==> src/rtl/riscv_soft_alu_arbiter_pkg.sv <==
// Shared definitions for the soft ALU and its two-port arbiter: opcode encoding.
package riscv_soft_alu_arbiter_pkg;

    localparam int NUM_PORTS = 2;
    localparam int OP_W      = 4;

    // Opcodes 4'hE and 4'hF are left undefined and evaluate to zero.
    typedef enum logic [OP_W-1:0] {
        ALU_OP_ADD  = 4'h0,
        ALU_OP_SUB  = 4'h1,
        ALU_OP_SLL  = 4'h2,
        ALU_OP_SRL  = 4'h3,
        ALU_OP_SRA  = 4'h4,
        ALU_OP_AND  = 4'h5,
        ALU_OP_OR   = 4'h6,
        ALU_OP_XOR  = 4'h7,
        ALU_OP_SLT  = 4'h8,
        ALU_OP_SLTU = 4'h9,
        ALU_OP_SEQ  = 4'hA,
        ALU_OP_SNE  = 4'hB,
        ALU_OP_SGE  = 4'hC,
        ALU_OP_SGEU = 4'hD
    } alu_op_e;

endpackage

==> src/rtl/riscv_soft_alu_arbiter_alu.sv <==
// Purely combinational integer ALU shared behind the arbiter.
module riscv_soft_alu
    import riscv_soft_alu_arbiter_pkg::*;
#(
    parameter int XPR_LEN = 32
) (
    input  logic [OP_W-1:0]    op_i,
    input  logic [XPR_LEN-1:0] a_i,
    input  logic [XPR_LEN-1:0] b_i,
    output logic [XPR_LEN-1:0] result_o
);
    localparam int SHW = $clog2(XPR_LEN);

    logic [SHW-1:0] shamt;
    assign shamt = b_i[SHW-1:0];

    // Evaluate the selected operation; compares yield a zero-extended flag.
    always_comb begin
        result_o = '0;
        case (op_i)
            ALU_OP_ADD:  result_o = a_i + b_i;
            ALU_OP_SUB:  result_o = a_i - b_i;
            ALU_OP_SLL:  result_o = a_i << shamt;
            ALU_OP_SRL:  result_o = a_i >> shamt;
            ALU_OP_SRA:  result_o = $unsigned($signed(a_i) >>> shamt);
            ALU_OP_AND:  result_o = a_i & b_i;
            ALU_OP_OR:   result_o = a_i | b_i;
            ALU_OP_XOR:  result_o = a_i ^ b_i;
            ALU_OP_SLT:  result_o = {{(XPR_LEN-1){1'b0}}, $signed(a_i) < $signed(b_i)};
            ALU_OP_SLTU: result_o = {{(XPR_LEN-1){1'b0}}, a_i < b_i};
            ALU_OP_SEQ:  result_o = {{(XPR_LEN-1){1'b0}}, a_i == b_i};
            ALU_OP_SNE:  result_o = {{(XPR_LEN-1){1'b0}}, a_i != b_i};
            ALU_OP_SGE:  result_o = {{(XPR_LEN-1){1'b0}}, $signed(a_i) >= $signed(b_i)};
            ALU_OP_SGEU: result_o = {{(XPR_LEN-1){1'b0}}, a_i >= b_i};
            default:     result_o = '0;
        endcase
    end

endmodule

==> src/rtl/riscv_soft_alu_arbiter.sv <==
// Two-port arbiter in front of one soft ALU with a single registered result slot.
// Port 0 is the execute stage, port 1 the branch/address unit.
module riscv_soft_alu_arbiter
    import riscv_soft_alu_arbiter_pkg::*;
#(
    parameter int XPR_LEN        = 32,
    parameter bit FIXED_PRIORITY = 1'b0
) (
    input  logic                   clk,
    input  logic                   reset_n,
    input  logic [1:0]             req_valid,
    output logic [1:0]             req_ready,
    input  logic [2*OP_W-1:0]      req_op,
    input  logic [2*XPR_LEN-1:0]   req_a,
    input  logic [2*XPR_LEN-1:0]   req_b,
    output logic [1:0]             resp_valid,
    input  logic [1:0]             resp_ready,
    output logic [XPR_LEN-1:0]     resp_result
);
    logic               full_q, full_d;
    logic               owner_q, owner_d;
    logic               rr_last_q, rr_last_d;
    logic [XPR_LEN-1:0] result_q, result_d;

    logic [1:0]         grant;
    logic               can_accept;
    logic               sel;
    logic               accept;
    logic [OP_W-1:0]    alu_op;
    logic [XPR_LEN-1:0] alu_a, alu_b, alu_y;

    // Pick a winner from the valid requests; on a tie round-robin favours the port that did not win last.
    always_comb begin
        grant = 2'b00;
        case (req_valid)
            2'b01:   grant = 2'b01;
            2'b10:   grant = 2'b10;
            2'b11:   grant = (FIXED_PRIORITY || rr_last_q) ? 2'b01 : 2'b10;
            default: grant = 2'b00;
        endcase
    end

    // The slot can take a new result when empty or when its owner drains it this cycle.
    assign can_accept = !full_q || resp_ready[owner_q];
    assign req_ready  = (reset_n && can_accept) ? grant : 2'b00;
    assign accept     = |req_ready;
    assign sel        = grant[1];

    assign alu_op = sel ? req_op[2*OP_W-1:OP_W]     : req_op[OP_W-1:0];
    assign alu_a  = sel ? req_a[2*XPR_LEN-1:XPR_LEN] : req_a[XPR_LEN-1:0];
    assign alu_b  = sel ? req_b[2*XPR_LEN-1:XPR_LEN] : req_b[XPR_LEN-1:0];

    riscv_soft_alu #(.XPR_LEN(XPR_LEN)) u_alu (
        .op_i     (alu_op),
        .a_i      (alu_a),
        .b_i      (alu_b),
        .result_o (alu_y)
    );

    // Slot next state: refill on accept (even while draining), otherwise empty on drain.
    always_comb begin
        full_d    = full_q;
        owner_d   = owner_q;
        rr_last_d = rr_last_q;
        result_d  = result_q;
        if (accept) begin
            full_d    = 1'b1;
            owner_d   = sel;
            rr_last_d = sel;
            result_d  = alu_y;
        end else if (full_q && resp_ready[owner_q]) begin
            full_d    = 1'b0;
        end
    end

    // Slot and round-robin registers; reset overrides any pending handshake.
    always_ff @(posedge clk) begin
        if (!reset_n) begin
            full_q    <= 1'b0;
            owner_q   <= 1'b0;
            rr_last_q <= 1'b1;
            result_q  <= '0;
        end else begin
            full_q    <= full_d;
            owner_q   <= owner_d;
            rr_last_q <= rr_last_d;
            result_q  <= result_d;
        end
    end

    assign resp_valid  = {full_q & owner_q, full_q & ~owner_q};
    assign resp_result = result_q;

endmodule
==> config.mk <==
export PLATFORM = sky130hd
export DESIGN_NAME = riscv_soft_alu_arbiter
export DESIGN_NICKNAME = d
export VERILOG_FILES = /design/src/rtl/riscv_soft_alu_arbiter_pkg.sv /design/src/rtl/riscv_soft_alu_arbiter_alu.sv /design/src/rtl/riscv_soft_alu_arbiter.sv
export SDC_FILE = /design/constraint.sdc
export NUM_CORES = 1
export LEC_CHECK = 0
export CAP_MARGIN = 20
export CELL_PAD_IN_SITES_DETAIL_PLACEMENT = 1
export CELL_PAD_IN_SITES_GLOBAL_PLACEMENT = 1
export CORE_ASPECT_RATIO = 0.9
export CORE_MARGIN = 10
export CORE_UTILIZATION = 35
export DETAILED_ROUTE_END_ITERATION = 10
export PLACE_DENSITY_LB_ADDON = 0.3
export REMOVE_ABC_BUFFERS = 1
export SLEW_MARGIN = 0
export SYNTH_ARGS = -nofsm -noshare
export SYNTH_HDL_FRONTEND = slang
export SYNTH_HIERARCHICAL = 1
export SYNTH_SLANG_ARGS = --single-unit
==> constraint.sdc <==
create_clock -name clk -period 13.2 [get_ports clk]
set_input_delay 1.32 -clock clk [delete_from_list [all_inputs] [get_ports clk]]
set_output_delay 1.32 -clock clk [all_outputs]
set_load 0.02 [all_outputs]
==> impl_metrics.py <==
metrics = {
    "cts": {
        "postCtsSetupBuffers": 0,
        "tritoncts": "built",
        "cts_max_level": 2,
        "cts_hold_buffers": 0,
        "post_cts_resized": 0,
        "cts_buffer_depth": 2,
        "clock_sinks": 35,
        "cts-buffers-inserted": 5,
        "cts_root_buffer": "clkbuf_16",
        "clk_pin_slew_ns": 0.07,
        "insertion_delay_ns": 0.30,
    },
    "critical_path": {
        "startpoint": "req_valid[0]",
        "rr_worst_depth": 16,
        "crit_type": "input port to flip-flop",
        "cp.arrival_ns": 7.35,
        "startpoint_type": "input port",
        "path_max_fanout": 58,
        "reg2reg_setup_slack_ns": 7.30,
        "endpoint_kind": "flip-flop",
        "r2r-start": "rr_last_q",
        "r2r-end": "resp_result[31]",
        "worstPathRequired_ns": 13.40,
    },
    "floorplan": {
        "dieHeight_um": 185.8,
        "dieArea_um2": 37960,
        "ioPinCount": 178,
        "initial_core_util_pct": 35.62,
        "core-area_um2": 30030,
        "rows": 60,
        "die_w_um": 204.3,
    },
    "global_routing": {
        "grtUsageMet2_pct": 43.12,
        "antenna_found_initial": 1,
        "first_global_vias": 12670,
        "gr-total-overflow": 0,
        "gr-usage-met1_pct": 37.41,
        "grt_use_total_pct": 27.06,
        "grt_max_degree": 84,
        "grtUsageMet3_pct": 3.946,
        "grt_first_pass_wirelength_mm": 80.40,
        "grt-busiest-layer": "met2",
    },
    "place": {
        "place_inst": 1972,
        "dp_hpwl_mm": 41.78,
        "dp_slack_ns": 5.825,
        "gp_congestion": 1.016,
        "port_buffers": 177,
    },
    "sta": {
        "rsz0062_at_grt": "no",
        "drv_slew": 0,
        "worst_pin_slew_ns": 0.9539,
        "hold_ws_ns": 0.4777,
        "tns_ns": 0,
        "hold_viol_final": 0,
        "max_clock_freq_ghz": 0.1399,
        "relSlewSlack_pct": 36.41,
        "period_minus_slack_ns": 7.148,
        "finalWorstSetupSlack_ns": 6.052,
        "post-route-period-util_pct": 54.15,
        "setup_viol": 0,
        "skew_ns": 0.005785,
    },
    "yosys": {
        "synth_cells": 1496,
        "synthesis.area_um2": 10700,
        "yosysUniqueCellTypes": 84,
        "synth_ff_type": "dfxtp_1",
        "yosysSeqAreaShare_pct": 6.551,
        "yosys_warnings": 6,
        "syn_avg_cell_area_um2": 7.149,
        "ys_async_sr_fraction_pct": 0,
        "ys_seq_elements": 35,
        "synth-edff-count": 0,
    },
    "cells_and_area": {
        "layout-drive-gt1-share_pct": 11.92,
        "final-instance-count-excl-fill": 1981,
        "syn_to_final_growth_pct": 19.03,
        "fin_nets": 1819,
    },
    "drt": {
        "drt_iter0_markers": 1467,
        "drcViolationCount": 0,
        "routed_wl_mm": 53.69,
        "wl_per_cell_um": 27.10,
        "firstDrtPassIters": 5,
        "ant_nets": 0,
        "via_per_inst": 6.410,
        "vias": 12700,
    },
    "power": {
        "power_frac_seq_pct": 11.7,
        "p_int_mw": 0.5225,
        "comb_power_share_pct": 77.1,
        "netSwitchingFraction_pct": 54.14,
        "p_per_area_nw_per_um2": 89.51,
        "pwr-share-clk_pct": 11.2,
        "p_leak_nw": 5.134,
        "ir_drop_mv": 0.05013,
        "p_sw_mw": 0.6170,
    },
    "hold_path": {
        "min_from": "resp_result[5]",
        "min_delay_path_depth": 1,
        "hold-path-endpoint": "resp_result[5]",
        "hold_class": "flip-flop to flip-flop",
    },
    "outcome": {
        "status": "finished, final reports clean",
    },
    "run": {
        "max_cap_violations": 0,
    },
}
==> final cells by class <==
class                      instances  area, µm²
fill                            3781      17300
multi-input combinational       1238       9086
timing repair buffer             198       1929
sequential                        35      700.7
tap                              403      504.2
inverter                          98      367.9
clock buffer                       5      125.1
clock inverter                     3      15.01
antenna                            1      2.502
==> through the flow <==
stage	util, %	cell area, µm²	total power [mW]
2_1_floorplan	-	10140	0.6818
3_3_place_gp	41.92	12590	0.9767
3_5_place_dp	41.92	12590	0.9883
4_1_cts	42.39	12730	1.120
5_1_grt	42.39	12730	1.206
6_report	42.40	12730	1.140
==> cell families after synthesis <==
kind of cell | after synthesis | synth area share [%]
AOI/OAI and AO/OA | 539 | 34.50
xor gates and xnor gates | 8 | 0.6552
adders and majority gates | 101 | 11.96
buffers and inverters | 223 | 8.657
DFF | 35 | 6.551
muxes | 181 | 20.34
and+or+nand+nor | 409 | 17.34
==> placed cells by master (no fill, tap or decap), types with 21 or more instances in the layout <==
cell,count
clkdlybuf4s50_1,177
nor2_1,149
a21oi_1,130
nand2_1,117
o21ai_0,102
ha_1,99
inv_1,93
mux2_2,84
mux2i_1,72
dfxtp_1,35
a211oi_1,33
nor3_1,32
a22o_2,30
o211ai_1,22
buf_4,21
==> worst max-delay path: stages <==
cell and delay (ns):
clkdlybuf4s50_1 0.56, a21boi_4 0.40, buf_4 0.41, mux2_2 0.38, buf_4 0.31, inv_2 0.09, buf_4 0.56, ha_1 0.50
or3_1 0.43, nor2_1 0.16, nor4_1 0.09, a211oi_1 0.59, o211ai_1 0.29, a31oi_1 0.55, a2111oi_0 0.24, a21o_1 0.23
a22o_1 0.19
==> cell usage after synthesis (9+ instances only) <==
cell type	instances	area, µm²
buf_1	17	63.81
o22ai_1	17	106.4
nor2_1	149	559.3
dfxtp_1	35	700.7
a22oi_1	20	150.1
o31ai_1	13	97.59
a211oi_1	33	247.7
a221oi_1	16	140.1
mux4_2	20	450.4
or3_1	11	68.82
nor2b_1	12	75.07
o21ai_0	102	510.5
and2_1	10	62.56
nor4_1	11	68.82
nor3_1	32	160.2
nand3_1	20	100.1
buf_2	17	85.08
clkbuf_1	80	300.3
o221ai_1	17	148.9
nand2_1	117	439.2
mux2_2	85	957.2
a21oi_1	130	650.6
mux2i_1	72	720.7
o211ai_1	22	165.2
inv_1	93	349.1
o2111ai_1	9	78.83
a21o_1	17	127.6
nand2b_1	13	81.33
a31oi_1	19	118.9
ha_1	99	1239
a22o_2	30	300.3
o21bai_1	13	97.59
nand4_1	11	68.82
==> power groups by stage <==
stage / Clock, mW / Sequential (mW) / Combinational, mW
final: 0.128 / 0.133 / 0.878
after global routing: 0.131 / 0.136 / 0.939
after CTS: 0.129 / 0.133 / 0.858
after detailed placement: 0 / 0.135 / 0.853
after global placement: 0 / 0.135 / 0.841
after floorplan: 0 / 0.150 / 0.532
==> sequential cells by signal, indices dropped and copies added (netlist names) <==
name / count
rr_last_q: 1
full_q: 1
resp_result: 32
owner_q: 1
==> layer usage <==
layer  up-vias  routed length (µm)
li1       5732                   -
met1      6303               24050
met2       591               24190
met3        72                4291
met4         0                1152
met5         -                   0
==> worst max path at each step <==
stage	to	slack (ns)	depth (start not counted)
detailed placement	resp_result[31]	5.83	17
finish	resp_result[31]	6.05	17
global placement	resp_result[30]	5.99	18
floorplan	resp_result[22]	4.91	14
CTS	resp_result[30]	6.14	18
global route	resp_result[27]	5.75	18
Power figures use the tool's default switching activity.
